File: src/rtl/flash_boot_pkg.sv
// Shared types for the flash boot loader: main and write-engine state encodings,
// debug error causes, and timeout sizing.
package flash_boot_pkg;

    typedef enum logic [1:0] {
        ST_START,
        ST_LOAD,
        ST_DONE,
        ST_ERROR
    } boot_state_e;

    typedef enum logic [1:0] {
        W_IDLE,
        W_SETUP,
        W_STROBE,
        W_HOLD
    } wr_state_e;

    typedef enum logic [2:0] {
        ERR_NONE,
        ERR_OVERRUN,
        ERR_EXTRA,
        ERR_SHORT,
        ERR_TIMEOUT
    } err_cause_e;

    localparam logic [7:0] MEM_DATA_IDLE = 8'hFF;

    function automatic longint timeoutCycles(input longint freqHz, input longint timeoutUs);
        return (timeoutUs * freqHz) / 64'd1000000;
    endfunction

endpackage

File: src/rtl/sram_byte_writer.sv
// One-byte buffered SRAM write engine: setup, WE_CYCLES-long strobe, hold.
// Address auto-increments after each completed write.
module sram_byte_writer
    import flash_boot_pkg::*;
#(
    parameter int ADDR_W    = 19,
    parameter int BASE_ADDR = 0,
    parameter int WE_CYCLES = 2
) (
    input  logic              clock,
    input  logic              reset,
    input  logic              clear_i,
    input  logic              valid_i,
    input  logic [7:0]        data_i,
    output logic              idle_o,
    output logic              done_o,
    output logic [ADDR_W-1:0] mem_addr_o,
    output logic [7:0]        mem_data_o,
    output logic              mem_ce_n_o,
    output logic              mem_we_n_o
);

    localparam int CW = (WE_CYCLES > 1) ? $clog2(WE_CYCLES) : 1;
    localparam logic [ADDR_W-1:0] BASE = ADDR_W'(BASE_ADDR);
    localparam logic [CW-1:0] LAST_STROBE = CW'(WE_CYCLES - 1);

    wr_state_e         state_q, state_d;
    logic [CW-1:0]     cnt_q, cnt_d;
    logic [ADDR_W-1:0] addr_q, addr_d;
    logic [7:0]        data_q, data_d;
    logic              ce_n_q, ce_n_d;
    logic              we_n_q, we_n_d;

    always_ff @(posedge clock) begin
        if (reset) begin
            state_q <= W_IDLE;
            cnt_q   <= '0;
            addr_q  <= BASE;
            data_q  <= MEM_DATA_IDLE;
            ce_n_q  <= 1'b1;
            we_n_q  <= 1'b1;
        end else begin
            state_q <= state_d;
            cnt_q   <= cnt_d;
            addr_q  <= addr_d;
            data_q  <= data_d;
            ce_n_q  <= ce_n_d;
            we_n_q  <= we_n_d;
        end
    end

    always_comb begin
        state_d = state_q;
        cnt_d   = cnt_q;
        case (state_q)
            W_IDLE:   if (valid_i) state_d = W_SETUP;
            W_SETUP: begin
                state_d = W_STROBE;
                cnt_d   = '0;
            end
            W_STROBE: begin
                if (cnt_q == LAST_STROBE) state_d = W_HOLD;
                else                      cnt_d   = cnt_q + 1'b1;
            end
            W_HOLD:   state_d = W_IDLE;
            default:  state_d = W_IDLE;
        endcase
    end

    // Strobes are registered from the next state so the SRAM sees glitch-free edges.
    always_comb begin
        addr_d = addr_q;
        data_d = data_q;
        if (state_q == W_IDLE && valid_i) data_d = data_i;
        if (state_q == W_HOLD)            addr_d = addr_q + 1'b1;
        else if (state_q == W_IDLE && clear_i) addr_d = BASE;
        ce_n_d = (state_d == W_IDLE);
        we_n_d = (state_d != W_STROBE);
    end

    assign idle_o     = (state_q == W_IDLE);
    assign done_o     = (state_q == W_HOLD);
    assign mem_addr_o = addr_q;
    assign mem_data_o = data_q;
    assign mem_ce_n_o = ce_n_q;
    assign mem_we_n_o = we_n_q;

endmodule

File: src/rtl/flash_boot_loader.sv
// Boot sequencer: streams the flash image into SRAM while holding the CPU in reset,
// validates count/timing/overrun, then releases the CPU.
module flash_boot_loader
    import flash_boot_pkg::*;
#(
    parameter int CLOCK_FREQ_HZ = 25000000,
    parameter int NUM_BYTES     = 65336,
    parameter int MEM_BASE      = 0,
    parameter int MEM_ADDR_W    = 19,
    parameter int WE_CYCLES     = 2,
    parameter int TIMEOUT_US    = 1000
) (
    input  logic                  clock,
    input  logic                  reset,
    input  logic                  retry,
    output logic                  flash_read_en,
    input  logic                  flash_read_active,
    input  logic [7:0]            flash_tData,
    input  logic                  flash_tValid,
    output logic [MEM_ADDR_W-1:0] mem_addr,
    output logic [7:0]            mem_data,
    output logic                  mem_ce_n,
    output logic                  mem_we_n,
    output logic                  cpu_reset_n,
    output logic                  boot_done,
    output logic                  boot_error,
    output logic [16:0]           byte_count,
    output logic [15:0]           checksum
);

    localparam longint TMO_RAW    = timeoutCycles(longint'(CLOCK_FREQ_HZ), longint'(TIMEOUT_US));
    localparam int     TMO_CYCLES = (TMO_RAW < 1) ? 1 : int'(TMO_RAW);
    localparam int     TMO_W      = $clog2(TMO_CYCLES + 1);
    localparam logic [TMO_W-1:0] TMO_LAST    = TMO_W'(TMO_CYCLES - 1);
    localparam logic [16:0]      NUM_BYTES_C = 17'(NUM_BYTES);

    if (longint'(NUM_BYTES) + longint'(MEM_BASE) > (longint'(1) << MEM_ADDR_W)) begin : g_bad_map
        $error("flash_boot_loader: NUM_BYTES + MEM_BASE exceeds the SRAM address space");
    end
    if (WE_CYCLES < 1 || NUM_BYTES < 1 || NUM_BYTES > 131071) begin : g_bad_param
        $error("flash_boot_loader: WE_CYCLES or NUM_BYTES out of range");
    end

    boot_state_e      state_q, state_d;
    err_cause_e       err_cause_q, err_cause_d;
    logic             seen_active_q, seen_active_d;
    logic             active_q;
    logic [TMO_W-1:0] tmo_q, tmo_d;
    logic [16:0]      byte_count_q, byte_count_d;
    logic [15:0]      checksum_q, checksum_d;
    logic             read_en_q, read_en_d;
    logic             boot_done_q, boot_done_d;
    logic             boot_error_q, boot_error_d;
    logic             cpu_reset_n_q, cpu_reset_n_d;

    logic wr_idle, wr_done, wr_accept, wr_clear;
    logic count_full, tmo_clear, tmo_expired;

    assign count_full  = (byte_count_q == NUM_BYTES_C);
    assign tmo_clear   = flash_tValid || (flash_read_active != active_q);
    assign tmo_expired = !tmo_clear && (tmo_q == TMO_LAST);
    assign wr_accept   = (state_q == ST_LOAD) && flash_tValid && wr_idle && !count_full;
    assign wr_clear    = (state_q == ST_START);

    sram_byte_writer #(
        .ADDR_W    (MEM_ADDR_W),
        .BASE_ADDR (MEM_BASE),
        .WE_CYCLES (WE_CYCLES)
    ) u_writer (
        .clock      (clock),
        .reset      (reset),
        .clear_i    (wr_clear),
        .valid_i    (wr_accept),
        .data_i     (flash_tData),
        .idle_o     (wr_idle),
        .done_o     (wr_done),
        .mem_addr_o (mem_addr),
        .mem_data_o (mem_data),
        .mem_ce_n_o (mem_ce_n),
        .mem_we_n_o (mem_we_n)
    );

    always_ff @(posedge clock) begin
        if (reset) begin
            state_q       <= ST_START;
            err_cause_q   <= ERR_NONE;
            seen_active_q <= 1'b0;
            active_q      <= 1'b0;
            tmo_q         <= '0;
            byte_count_q  <= '0;
            checksum_q    <= '0;
            read_en_q     <= 1'b0;
            boot_done_q   <= 1'b0;
            boot_error_q  <= 1'b0;
            cpu_reset_n_q <= 1'b0;
        end else begin
            state_q       <= state_d;
            err_cause_q   <= err_cause_d;
            seen_active_q <= seen_active_d;
            active_q      <= flash_read_active;
            tmo_q         <= tmo_d;
            byte_count_q  <= byte_count_d;
            checksum_q    <= checksum_d;
            read_en_q     <= read_en_d;
            boot_done_q   <= boot_done_d;
            boot_error_q  <= boot_error_d;
            cpu_reset_n_q <= cpu_reset_n_d;
        end
    end

    // START waits for any in-flight write so a retry never truncates a strobe.
    always_comb begin
        state_d     = state_q;
        err_cause_d = err_cause_q;
        case (state_q)
            ST_START: begin
                err_cause_d = ERR_NONE;
                if (wr_idle) state_d = ST_LOAD;
            end
            ST_LOAD: begin
                if (tmo_expired) begin
                    state_d     = ST_ERROR;
                    err_cause_d = ERR_TIMEOUT;
                end else if (flash_tValid && !wr_idle) begin
                    state_d     = ST_ERROR;
                    err_cause_d = ERR_OVERRUN;
                end else if (flash_tValid && count_full) begin
                    state_d     = ST_ERROR;
                    err_cause_d = ERR_EXTRA;
                end else if (!flash_tValid && seen_active_q && !flash_read_active && wr_idle) begin
                    if (count_full) begin
                        state_d = ST_DONE;
                    end else begin
                        state_d     = ST_ERROR;
                        err_cause_d = ERR_SHORT;
                    end
                end
            end
            ST_DONE, ST_ERROR: begin
                if (retry) begin
                    state_d     = ST_START;
                    err_cause_d = ERR_NONE;
                end
            end
            default: state_d = ST_START;
        endcase
    end

    always_comb begin
        seen_active_d = seen_active_q;
        tmo_d         = tmo_q;
        byte_count_d  = byte_count_q;
        checksum_d    = checksum_q;
        if (state_q == ST_START) begin
            seen_active_d = 1'b0;
            tmo_d         = '0;
            byte_count_d  = '0;
            checksum_d    = '0;
        end else begin
            if (wr_done) begin
                byte_count_d = byte_count_q + 17'd1;
                checksum_d   = checksum_q + {8'h00, mem_data};
            end
            if (state_q == ST_LOAD) begin
                seen_active_d = seen_active_q | flash_read_active;
                if (tmo_clear)              tmo_d = '0;
                else if (tmo_q != TMO_LAST) tmo_d = tmo_q + 1'b1;
            end
        end
    end

    // CPU release lags DONE entry by a cycle but drops together with the exit to START.
    always_comb begin
        read_en_d     = (state_d == ST_START) || (state_d == ST_LOAD);
        boot_done_d   = (state_q == ST_DONE) && (state_d == ST_DONE);
        cpu_reset_n_d = (state_q == ST_DONE) && (state_d == ST_DONE);
        boot_error_d  = (err_cause_d != ERR_NONE);
    end

    assign flash_read_en = read_en_q;
    assign boot_done     = boot_done_q;
    assign boot_error    = boot_error_q;
    assign cpu_reset_n   = cpu_reset_n_q;
    assign byte_count    = byte_count_q;
    assign checksum      = checksum_q;

endmodule

File: config.mk
export PLATFORM = sky130hd
export DESIGN_NAME = flash_boot_loader
export DESIGN_NICKNAME = d
export VERILOG_FILES = /design/src/rtl/flash_boot_pkg.sv /design/src/rtl/sram_byte_writer.sv /design/src/rtl/flash_boot_loader.sv
export SDC_FILE = /design/constraint.sdc
export NUM_CORES = 1
export LEC_CHECK = 0
export ABC_AREA = 1
export BUFFER_PORTS_ARGS = -buffer_cell sky130_fd_sc_hd__buf_2
export CAP_MARGIN = 40
export CELL_PAD_IN_SITES_DETAIL_PLACEMENT = 0
export CELL_PAD_IN_SITES_GLOBAL_PLACEMENT = 2
export CORE_MARGIN = 2
export CORE_UTILIZATION = 31
export DETAILED_ROUTE_END_ITERATION = 12
export PLACE_DENSITY = 0.76
export RECOVER_POWER = 50
export SLEW_MARGIN = 30
export SYNTH_ARGS = -nofsm -noshare
export SYNTH_HDL_FRONTEND = slang
export SYNTH_SLANG_ARGS = --single-unit
File: constraint.sdc
create_clock -name clock -period 2.6 [get_ports clock]
set_input_delay 0.39 -clock clock [delete_from_list [all_inputs] [get_ports clock]]
set_output_delay 0.39 -clock clock [all_outputs]
set_load 0.05 [all_outputs]
* Word-level counts from Yosys, hierarchy flattened
Cells that the tools add are included.
** Word-level totals
- Flip-flop bits (word level) :: 90
- Input port bits :: 13
- Logic and storage cells :: 89
** Operators by class
- $add $sub $neg :: 5
- Eq/ne operators :: 13
- Multiplexer cells :: 24
- Bitwise gates (word level) :: 1
- Reduce and logical (&&, ||, !) cells :: 30
** Operators by type and width (count)
- $mux W19 :: 2
- $mux W15 :: 2
- $add A19 B1 Y19 const B :: 1
- $mux W3 :: 6
- $add A17 B1 Y17 const B :: 1
- $eq A17 B16 Y1 const B :: 1
- $add A16 B8 Y16 :: 1
- $mux W2 :: 8
- $add A15 B1 Y15 const B :: 1
- $eq A15 B15 Y1 const B :: 1
- $ne A15 B15 Y1 const B :: 1
- $logic_and A1 B1 Y1 :: 12
- $eq A2 B2 Y1 const B :: 5
- $pmux W3 S3 :: 1
- $logic_not A2 Y1 :: 4
- $pmux W2 S4 :: 1
- $eq A2 B1 Y1 const B :: 3
- $pmux W2 S3 :: 1
- $reduce_bool A2 Y1 :: 3
- $logic_not A1 Y1 :: 5
- $reduce_or A2 Y1 :: 2
- $reduce_bool A3 Y1 :: 1
- $logic_or A1 B1 Y1 :: 2
- $mux W1 :: 2
- 6 further kinds :: 6

* Depth between registers and ports, before layout
Gate-level depths: netlist (run 1).
- Depth after elaboration :: 11
- Gate-level depth with buffers :: 14
- Mapped depth without buffers :: 14

* By module
From an unflattened synthesis (run 1), not the netlist that was laid out.
** Unflattened totals
- Cell total of the unflattened synthesis :: 713
- Area, all modules :: 4874.7 um2
** By module, submodules not included
- flash_boot_loader :: times used 1, cells an instance 484, area each 3281.9 um2
- sram_byte_writer :: times used 1, cells an instance 229, area each 1592.8 um2

* Worst setup path after synthesis (run 1)
Ideal clock, no wire load.
- Kind :: reg2reg
- From :: reg checksum_q[0] (netlist: checksum[0])
- To :: reg checksum_q[10] (netlist: checksum[10])
- Setup time :: 0.127 ns
- Data arrival time :: 2.089 ns
- Data required time :: 2.473 ns
- Slack :: 0.384 ns
- Stages on the path, launching flop included :: 10
- Buffers on the path :: 0
- Period minus slack after synthesis :: 2.216 ns
- Cells stage by stage :: dfxtp_1 > ha_1 > inv_1 > fa_1 > inv_1 > a31oi_1 > o21ai_1 > nand2_1 > o21ai_0 > a21boi_1
** On the way
- Cells in the longest elaborated chain, start to end :: 1
** Ends and longest elaborated chain
- start, declared :: RTL line flash_boot_loader.sv:50 : logic [15:0] checksum_q, checksum_d;
- start signal, assigned :: RTL line flash_boot_loader.sv:103 : checksum_q <= checksum_d;
- $add A16 B8 Y16 :: RTL line flash_boot_loader.sv:162 : checksum_d = checksum_q + {8'h00, mem_data};
Every way passes these cells.
A chain may end at the register's enable or synchronous reset.

* Worst setup path after layout (run 1)
- From :: reg state_q[1]
- To :: reg checksum_q[8] (netlist: checksum[8])
** On the way
- Cells in the longest elaborated chain, start to end :: 2
** Ends and longest elaborated chain
- start, declared :: RTL line flash_boot_loader.sv:44 : boot_state_e state_q, state_d;
- start signal, assigned :: RTL line flash_boot_loader.sv:97 : state_q <= state_d;
- $logic_not A2 Y1 :: RTL line flash_boot_loader.sv:154 : if (state_q == ST_START) begin
- $reduce_or A2 Y1 (no source line)
Every way passes these cells.

==> results of run 1 <==
worst max-delay path, delay by kind of cell, from the launching register on:
family	cells	cell delay (ns)
buffers and inverters	3	0.96
AO/OA/AOI/OAI	2	0.46
flip-flops	1	0.45
AND/OR/NAND/NOR	2	0.16
stage by stage:
stage | instance area, µm² | total power, µW | hold slack, ns
final | 5560 | 3670 | 0.235
after global routing | 5560 | 3890 | 0.255
after CTS | 5640 | 3760 | 0.224
after detailed placement | 5380 | 2520 | 0.457
after global placement | 5380 | 2510 | 0.456
after floorplan | 4810 | 2270 | 0.440
cell usage after synthesis, types with 3 or more instances:
cell type,number
inv_1,84
clkbuf_1,8
nor2_2,5
nor2_1,78
nor2_4,6
nand2_1,158
nor3_1,19
a211oi_1,3
xor2_1,10
nand2_2,7
nand4_1,15
o21ai_1,4
a21oi_1,58
buf_6,3
a21o_1,3
or2_2,3
o21ai_0,36
dfxtp_1,90
nor3_2,4
buf_2,3
ha_1,15
nand3_1,54
inv_2,7
state kept, by name, indices dropped and copies added, names as in the netlist:
register             count
active_q                 1
boot_error               1
byte_count              17
checksum                16
cpu_reset_n              1
err_cause_q              3
flash_read_en            1
seen_active_q            1
state_q                  2
tmo_q                   15
u_writer.cnt_q           1
u_writer.mem_addr_o     19
u_writer.mem_ce_n_o      1
u_writer.mem_data_o      8
u_writer.mem_we_n_o      1
u_writer.state_q         2
final cells by class:
type	instances	area share
Clock buffer	13	0.0468
Inverter	92	0.0621
Multi-Input combinational cell	501	0.463
Sequential cell	90	0.324
Tap cell	188	0.0423
Timing Repair Buffer	83	0.0619
worst min path at each step:
stage                   startpoint                     end  slack (ns)  cells past startpoint
finish              flash_tData[7]  u_writer.mem_data_o[7]        0.23                      3
global route        flash_tData[4]  u_writer.mem_data_o[4]        0.26                      3
CTS                 flash_tData[7]  u_writer.mem_data_o[7]        0.22                      3
detailed placement   seen_active_q           seen_active_q        0.46                      1
global placement     seen_active_q           seen_active_q        0.46                      1
floorplan            seen_active_q           seen_active_q        0.44                      1
metal layers:
layer | wire (µm) | part of all wire | global-route usage
met1 | 6340 | 0.49 | 0.213
met2 | 5900 | 0.46 | 0.269
met3 | 443 | 0.034 | 0.0266
met4 | 206 | 0.016 | 0.0646
met5 | 0 | 0 | 0
cell families (layout without fill, tap and decap cells):
family,Yosys count,after routing,synth area share
AND/OR/NAND/NOR,358,358,0.339
AO/OA/AOI/OAI,116,116,0.133
buffers and inverters,108,188,0.0905
flip-flops,90,90,0.375
adder cells (fa/ha/maj),16,16,0.0432
XOR/XNOR,11,11,0.0200
power by group through the flow:
| stage | Combinational [µW] | Clock (µW) | Sequential [µW] |
|---|---|---|---|
| 2_1_floorplan | 583 | 0 | 1690 |
| 3_3_place_gp | 970 | 0 | 1540 |
| 3_5_place_dp | 975 | 0 | 1540 |
| 4_1_cts | 979 | 1270 | 1510 |
| 5_1_grt | 1060 | 1310 | 1520 |
| 6_report | 944 | 1220 | 1510 |
==> summary.md, run 1 <==
| Metric | Value |
|---|---|
| Critical Path AT | 2.37 ns |
| PD cells | 661 nW/µm² |
| Layout area overhead | 15.6% |
| Post-cts resize count | 0 |
| Iteration-0 DRC Markers | 249 |
| IO buf count | 78 |
| Routed vias/inst | 4.79 |
| Setup violators final | 0 |
| Routed len/inst | 13.3 µm |
| Initial antenna violation count | 0 |
| Global-route wire length before repair | 21.5 mm |
| Slew headroom | 0.263 |
| GPL Wtd Cong | 0.830 |
| Fin cells | 967 |
| Num Clock Sinks | 90 |
| Yosys warns | 0 |
| Async SR Flop Fraction | 0 |
| Drt pass-1 iters | 5 |
| Sw Ratio | 0.358 |
| R2R depth | 7 |
| Fin crit share | 0.806 |
| RSZ-0062 raised after global routing | no |
| Nets | 806 |
| Post-synth EDFFs | 0 |
| Slowest stage cell, crit path | clkbuf_1 |
| Post-CTS setup buffer count | 0 |
| Hold Vio Cnt, Final | 0 |
| Crit path launch type | flop |
| Commonest non-fill, non-tap cells in the layout | nand2_1 (158), dfxtp_1 (90), inv_1 (86) |
| H-tree depth | 3 |
| CP Class | reg2reg |
| Path category of the worst min-delay check | in2reg |
| Total CTS buffers | 9 |
| Clk pwr share | 0.332 |
| Setup crit end | checksum[8] |
| Sequential power share | 0.411 |
| Share of post-route cells with drive strength above 1 | 0.0796 |
| Post-CTS Hold Fix Bufs | 0 |
| Top_reg_cell synth | dfxtp_1 |
| Pin count of the biggest net entering global routing | 24 |
| DRT Wirelength | 12.9 mm |
| Top-area cell type share of the netlist area | 0.375 |
| Multi-input logic area | 2570 µm² |
| Row Count | 45 |
| Comb pwr share | 0.257 |
| Clock Pin Slew Worst Setup and Hold Paths | 0.06 ns |
| I/O Pins | 79 |
| Die Span X | 129 µm |
| Critical Path Start | state_q[1] |
| Reg area | 1800 µm² |
| Synth top area cells | dfxtp_1 (37%), nand2_1 (12%), inv_1 (6.6%) |
| Chip height | 129 µm |
| Synthesized Nets | 728 |
| Worst-path cell chain | inv_2 > nand2_1 > inv_1 > nor2_4 > clkbuf_1 > o21ai_0 > a21oi_1 |
| Synth Register Bits | 90 |
| Vias in the first global route | 4469 |
| Syn Std Cell Area | 4810 µm² |
| Ant diodes | 0 |
| RR Endpoint | checksum[8] |
| Core Box Area | 15200 µm² |
| Max clock buf depth | 2 |
| VDD IR-drop max | 0.340 mV |
| P_leak | 0.00220 µW |
| WP data required | 2.88 ns |
| TNS Setup | 0 ns |
| Synth cell types | 43 |
| CP endpoint kind | flop |
| CTS tree | yes |
| Total congestion overflow after global routing | 0 |
| Initial Util | 0.316 |
| Layout Utilization | 0.366 |
| CP peak stage delay | 0.83 ns |
| Max Cap Violations | 0 |
| Mean post-synth cell area | 6.88 µm² |
| Fill count | 1699 |
| Clk_lat worst skew | 0.35 ns |
| Placed cells | 953 |
| Worst slack, placed | 0.539 ns |
| R2r startpoint | state_q[1] |
| DP HPWL | 9.46 mm |
| GRT Overall Usage | 0.163 |
| Die area | 16500 µm² |
| Int Power | 2360 µW |
| Critical path fanouts, max | 23 |
| Outcome | finished clean |
| Root buf cell | clkbuf_16 |
| Post-synth top area cell | dfxtp_1 |
| Most common cell after layout, fill and taps aside | nand2_1 |
| Sw Pwr | 1310 µW |
| Seq/Total Area, Yosys | 0.375 |
| Gate Count Post-Synth | 699 |
| DRT antenna net count | 0 |
| Final worst setup slack | 0.503 ns |
| DRC errors left | 0 |
| Via count | 4630 |
| Highest clock rate | 0.477 GHz |
| Measured slew at the worst slew-check pin | 1.11 ns |
| Max-slew violation count | 0 |
| Setup slack, reg-to-reg | 0.50 ns |
| Tmin final | 2.10 ns |
| Clk_skew | 0.00722 ns |
Note: power is estimated with default switching activity, not from simulation.
==> inputs of run 2 (changes only) <==
--- a/config.mk
+++ b/config.mk
@@ -5,15 +5,15 @@
 export SDC_FILE = /design/constraint.sdc
 export NUM_CORES = 1
 export LEC_CHECK = 0
-export ABC_AREA = 1
+export ABC_AREA = 0
 export BUFFER_PORTS_ARGS = -buffer_cell sky130_fd_sc_hd__buf_2
 export CAP_MARGIN = 40
 export CELL_PAD_IN_SITES_DETAIL_PLACEMENT = 0
 export CELL_PAD_IN_SITES_GLOBAL_PLACEMENT = 2
 export CORE_MARGIN = 2
-export CORE_UTILIZATION = 31
+export CORE_UTILIZATION = 30
 export DETAILED_ROUTE_END_ITERATION = 12
-export PLACE_DENSITY = 0.76
+export PLACE_DENSITY = 0.73
 export RECOVER_POWER = 50
 export SLEW_MARGIN = 30
 export SYNTH_ARGS = -nofsm -noshare
==> constraint.sdc (replaced) <==
create_clock -name clock -period 1.81 [get_ports clock]
set_input_delay 0.2715 -clock clock [delete_from_list [all_inputs] [get_ports clock]]
set_output_delay 0.2715 -clock clock [all_outputs]
set_load 0.05 [all_outputs]
==> summary.md, run 2 <==
| Metric | Value |
|---|---|
| Outcome | finished with violations |
| Failing checks | setup timing |
| Routed vias/inst | 4.84 |
| DRT antenna net count | 0 |
| TNS Setup | -1.81 ns |
| H-tree depth | 3 |
| Slew headroom | 0.574 |
| CP peak stage delay | 0.46 ns |
| Worst slack, placed | -0.381 ns |
| RSZ-0062 raised after global routing | yes |
| VDD IR-drop max | 0.426 mV |
| Initial Util | 0.307 |
| Layout Utilization | 0.415 |
| Setup slack, reg-to-reg | -0.33 ns |
| Top_reg_cell synth | dfxtp_1 |
| Initial antenna violation count | 0 |
| P_leak | 0.00219 µW |
| Root buf cell | clkbuf_16 |
| Clock Pin Slew Worst Setup and Hold Paths | 0.07 ns |
| Synthesized Nets | 526 |
| Global-route wire length before repair | 18.6 mm |
| Placed cells | 799 |
| Top-count cell post-synth | dfxtp_1 |
| Setup violators final | 14 |
| GPL Wtd Cong | 0.810 |
| Iteration-0 DRC Markers | 158 |
| Synth cell types | 55 |
| Hold Vio Cnt, Final | 0 |
| Top-area cell type share of the netlist area | 0.421 |
| DRT Wirelength | 11.2 mm |
| Most common cell after layout, fill and taps aside | nor2_1 |
| Num Clock Sinks | 90 |
| WP data required | 2.10 ns |
| RR Endpoint | checksum[8] |
| Row Count | 43 |
| GRT Overall Usage | 0.156 |
| Largest register FFs | 19 |
| Critical path fanouts, max | 7 |
| Share of post-route cells with drive strength above 1 | 0.264 |
| Fin cells | 821 |
| Post-CTS Hold Fix Bufs | 0 |
| R2R depth | 9 |
| Setup crit end | checksum[8] |
| Chip height | 123 µm |
| Fin crit share | 1.18 |
| Measured slew at the worst slew-check pin | 0.642 ns |
| Gate Count Post-Synth | 497 |
| Multi-input logic area | 2480 µm² |
| Final worst setup slack | -0.326 ns |
| Die area | 15200 µm² |
| Max-slew violation count | 0 |
| Max Cap Violations | 0 |
| CP Class | reg2reg |
| Reg area | 1870 µm² |
| Fill count | 1449 |
| Yosys warns | 0 |
| Hold path depth | 3 |
| Path category of the worst min-delay check | in2reg |
| DRC errors left | 0 |
| Critical Path Start | checksum[0] |
| Vias in the first global route | 3820 |
| Total CTS buffers | 9 |
| Slowest stage cell, crit path | or4_1 |
| I/O Pins | 79 |
| R2r startpoint | checksum[0] |
| Highest clock rate | 0.468 GHz |
| Via count | 3972 |
| Total congestion overflow after global routing | 0 |
| Routed len/inst | 13.7 µm |
| Tmin final | 2.14 ns |
| Ant diodes | 0 |
| Core Box Area | 13900 µm² |
| Synth Register Bits | 90 |
| Top cells by count, synth | dfxtp_1 (90), nor2_1 (77), nand2_1 (44) |
| Syn Std Cell Area | 4280 µm² |
| Post-synth top area cell | dfxtp_1 |
| Synth top area cells | dfxtp_1 (42%), nor2_1 (6.8%), xor2_1 (5.1%) |
| PD cells | 825 nW/µm² |
| Clk_lat worst skew | 0.35 ns |
| DP HPWL | 8.20 mm |
| Worst-path cell chain | ha_4 > inv_2 > fa_2 > and2b_1 > o21ai_2 > a21o_1 > and3_4 > or4_1 > a21oi_1 |
| Layout area overhead | 35.2% |
| Drt pass-1 iters | 4 |
| IO buf count | 78 |
| Max clock buf depth | 2 |
| CP endpoint kind | flop |
| Final Hold Slack | 0.136 ns |
| CTS tree | yes |
| Pin count of the biggest net entering global routing | 23 |
| Post-synth EDFFs | 0 |
| Mean post-synth cell area | 8.61 µm² |
| Nets | 665 |
| Die Span X | 123 µm |
| Seq/Total Area, Yosys | 0.421 |
| Clk_skew | 0.00554 ns |
| Critical Path AT | 2.42 ns |
| Commonest non-fill, non-tap cells in the layout | nor2_1 (77), clkbuf_1 (63), buf_4 (62) |
| Async SR Flop Fraction | 0 |
| Crit path launch type | flop |
[run 2: final cells by class]
class / count / area share
Timing Repair Buffer: 146 / 0.145
Clock inverter: 6 / 0.0108
Tap cell: 180 / 0.0389
Multi-Input combinational cell: 375 / 0.429
Clock buffer: 10 / 0.0432
Inverter: 14 / 0.00908
Sequential cell: 90 / 0.324
[run 2: how the worst min path moves through the flow]
stage                   startpoint                      to
floorplan           flash_tData[0]  u_writer.mem_data_o[0]
global placement     seen_active_q           seen_active_q
detailed placement   seen_active_q           seen_active_q
CTS                 flash_tData[7]  u_writer.mem_data_o[7]
global route        flash_tData[4]  u_writer.mem_data_o[4]
finish              flash_tData[7]  u_writer.mem_data_o[7]
[run 2: logic make-up (layout without fill, tap and decap cells)]
family,after synthesis,count (layout),share of synthesized area
and+or+nand+nor,228,228,0.267
DFF,90,90,0.421
AOI/OAI and AO/OA,76,76,0.116
xor gates and xnor gates,39,39,0.0798
buffers and inverters,32,176,0.0301
adders and majority gates,16,16,0.0485
muxes,16,16,0.0383
[run 2: where the power goes]
part	internal (µW)	switching [µW]
logic	266	465
registers	2020	36.7
clock network	1150	833
[run 2: worst max-delay path, delay by kind of cell, from the launching register on]
kind,cells,cell delay [ns]
and+or+nand+nor,3,0.86
adders and majority gates,2,0.45
DFF,1,0.36
AOI/OAI and AO/OA,3,0.36
buffers and inverters,1,0.03
[run 2: what timing repair did]
action,CTS,global route
buffers inserted,1,5
pin swaps,9,18
endpoints found under the setup margin,16,43
resized for setup,8,15
[run 2: routing by layer]
metal,global-route usage,vias up,share of wire
li1,-,2036,-
met1,0.204,1851,0.49
met2,0.250,71,0.45
met3,0.0461,14,0.044
met4,0.0447,0,0.014
met5,0,-,0
[run 2: per-stage QoR]
| stage | cell area, µm² | power (µW) |
|---|---|---|
| after floorplan | 4400 | 2560 |
| after global placement | 5420 | 2820 |
| after detailed placement | 5420 | 2820 |
| after CTS | 5770 | 4840 |
| after global routing | 5790 | 5000 |
| final | 5790 | 4770 |
==> inputs of run 3 (changes only) <==
==> constraint.sdc (replaced) <==
create_clock -name clock -period 1.81 [get_ports clock]
set_input_delay 0.2715 -clock clock [delete_from_list [all_inputs] [get_ports clock]]
set_output_delay 0.2715 -clock clock [all_outputs]
set_load 0.1 [all_outputs]
==> summary.md, run 3 (synthesized netlist as in run 2, its figures left out) <==
| Metric | Value |
|---|---|
| Outcome | finished with violations |
| Failing checks | setup timing |
| Sw Pwr | 1420 µW |
| R2r startpoint | checksum[0] |
| Max clock buf depth | 2 |
| Iteration-0 DRC Markers | 214 |
| Fin crit share | 1.19 |
| VDD IR-drop max | 0.537 mV |
| Critical Path AT | 2.43 ns |
| Layout area overhead | 38.9% |
| Ant diodes | 0 |
| Nets | 659 |
| Path category of the worst min-delay check | in2reg |
| Multi-input logic area | 2570 µm² |
| Post-CTS Hold Fix Bufs | 0 |
| I/O Pins | 79 |
| Setup violators final | 15 |
| Fill count | 1407 |
| WP data required | 2.10 ns |
| CP peak stage delay | 0.47 ns |
| Tmin final | 2.15 ns |
| Pin count of the biggest net entering global routing | 24 |
| DRT antenna net count | 0 |
| DP HPWL | 8.16 mm |
| Critical Path Start | checksum[0] |
| Die area | 15200 µm² |
| Reg area | 1960 µm² |
| Global-route wire length before repair | 18.6 mm |
| Row Count | 43 |
| Highest clock rate | 0.466 GHz |
| Commonest non-fill, non-tap cells in the layout | nor2_1 (76), buf_4 (54), clkbuf_2 (50) |
| Clk pwr share | 0.374 |
| R2R depth | 9 |
| GRT Overall Usage | 0.157 |
| Clk_lat worst skew | 0.35 ns |
| RR Endpoint | checksum[8] |
| Critical path fanouts, max | 6 |
| Core Box Area | 13900 µm² |
| P_leak | 0.00236 µW |
| Initial Util | 0.307 |
| CP endpoint kind | flop |
| Initial antenna violation count | 0 |
| CTS tree | yes |
| Total congestion overflow after global routing | 0 |
| Final worst setup slack | -0.336 ns |
| Largest register FFs | 19 |
| DRC errors left | 0 |
| Num Clock Sinks | 90 |
| PD cells | 782 nW/µm² |
| Vias in the first global route | 3879 |
| Clock Pin Slew Worst Setup and Hold Paths | 0.06 ns |
| Int Power | 3230 µW |
| Die Span X | 123 µm |
| Setup crit end | checksum[8] |
| Slowest stage cell, crit path | or4_4 |
| H-tree depth | 3 |
| Comb pwr share | 0.190 |
| Setup slack, reg-to-reg | -0.34 ns |
| Most common cell after layout, fill and taps aside | nor2_1 |
| Max Cap Violations | 0 |
| Fin area | 5950 µm² |
| Via count | 3919 |
| IO buf count | 78 |
| Crit path launch type | flop |
| Sw Ratio | 0.305 |
| CP Class | reg2reg |
| Drt pass-1 iters | 5 |
| DRT Wirelength | 11.3 mm |
| RSZ-0062 raised after global routing | yes |
| GPL Wtd Cong | 0.780 |
| Slew headroom | 0.278 |
| Placement Cell Area | 5480 µm² |
| Sequential power share | 0.437 |
| Root buf cell | clkbuf_16 |
| Measured slew at the worst slew-check pin | 1.08 ns |
| Worst-path cell chain | ha_4 > inv_2 > fa_2 > and2b_1 > o21ai_2 > a21o_1 > and3_4 > or4_4 > a21oi_2 |
| Total CTS buffers | 9 |
| Share of post-route cells with drive strength above 1 | 0.398 |
| Hold Vio Cnt, Final | 0 |
| Worst slack, placed | -0.343 ns |
| Routed len/inst | 13.8 µm |
| Chip height | 123 µm |
| Routed vias/inst | 4.81 |
| Max-slew violation count | 0 |
| Clk_skew | 0.00711 ns |
-- run 3: changes by cell type in the layout (fill, tap and decap cells not counted), sizes merged --
cell	previous run	this run
buf	82	86
bufinv	1	0
clkbuf	74	64
clkinv	3	5
inv	15	14
-- run 3: power by group through the flow --
| stage | logic [µW] | clock network, µW | registers (µW) |
|---|---|---|---|
| after CTS | 874 | 1820 | 2030 |
| after floorplan | 362 | 0 | 2280 |
| after global routing | 954 | 1900 | 2040 |
| after global placement | 845 | 0 | 2070 |
| final | 881 | 1740 | 2030 |
| after detailed placement | 848 | 0 | 2070 |
-- run 3: stage by stage --
stage          setup TNS, ns  total power (µW)   util  cells  hold slack, ns
5_1_grt                -4.02              4890  0.427    815           0.123
3_3_place_gp           -2.05              2920  0.393    793           0.445
2_1_floorplan          -2.88              2650      -    497           0.399
6_report               -1.83              4650  0.427    815           0.134
3_5_place_dp           -2.46              2920  0.393    793           0.453
4_1_cts                -1.84              4720  0.420    813           0.119
-- run 3: repair_timing --
action / in CTS / in global routing
cloned: 0 / 1
gates resized for setup: 19 / 19
pin swaps: 9 / 10
setup buffers: 4 / 3
endpoints found under the setup margin: 21 / 45
-- run 3: worst min-delay path by stage --
stage	start	to	slack [ns]	cells past startpoint
final	flash_tData[5]	u_writer.mem_data_o[5]	0.13	3
after global routing	flash_tData[5]	u_writer.mem_data_o[5]	0.12	3
after CTS	flash_tData[5]	u_writer.mem_data_o[5]	0.12	3
after detailed placement	seen_active_q	seen_active_q	0.45	2
after global placement	seen_active_q	seen_active_q	0.45	2
after floorplan	flash_tData[0]	u_writer.mem_data_o[0]	0.40	2
-- run 3: final cells by class --
| class | instances | share of cell area |
|---|---|---|
| clock buffer | 10 | 0.0402 |
| tap | 180 | 0.0379 |
| timing repair buffer | 140 | 0.146 |
| multi-input combinational | 375 | 0.432 |
| sequential | 90 | 0.329 |
| clock inverter | 6 | 0.00547 |
| inverter | 14 | 0.00884 |
-- run 3: critical path, delay by kind of cell (launching register included) --
kind	cells	cell delay [ns]
buffers and inverters	1	0.03
AND/OR/NAND/NOR	3	0.87
flip-flops	1	0.36
AO/OA/AOI/OAI	3	0.36
adder cells (fa/ha/maj)	2	0.45
-- run 3: metal layers --
layer / wire length, µm / global-route usage / part of all wire
met1: 5440 / 0.204 / 0.48
met2: 5270 / 0.249 / 0.47
met3: 481 / 0.0503 / 0.043
met4: 87 / 0.0483 / 0.0077
met5: 0 / 0 / 0
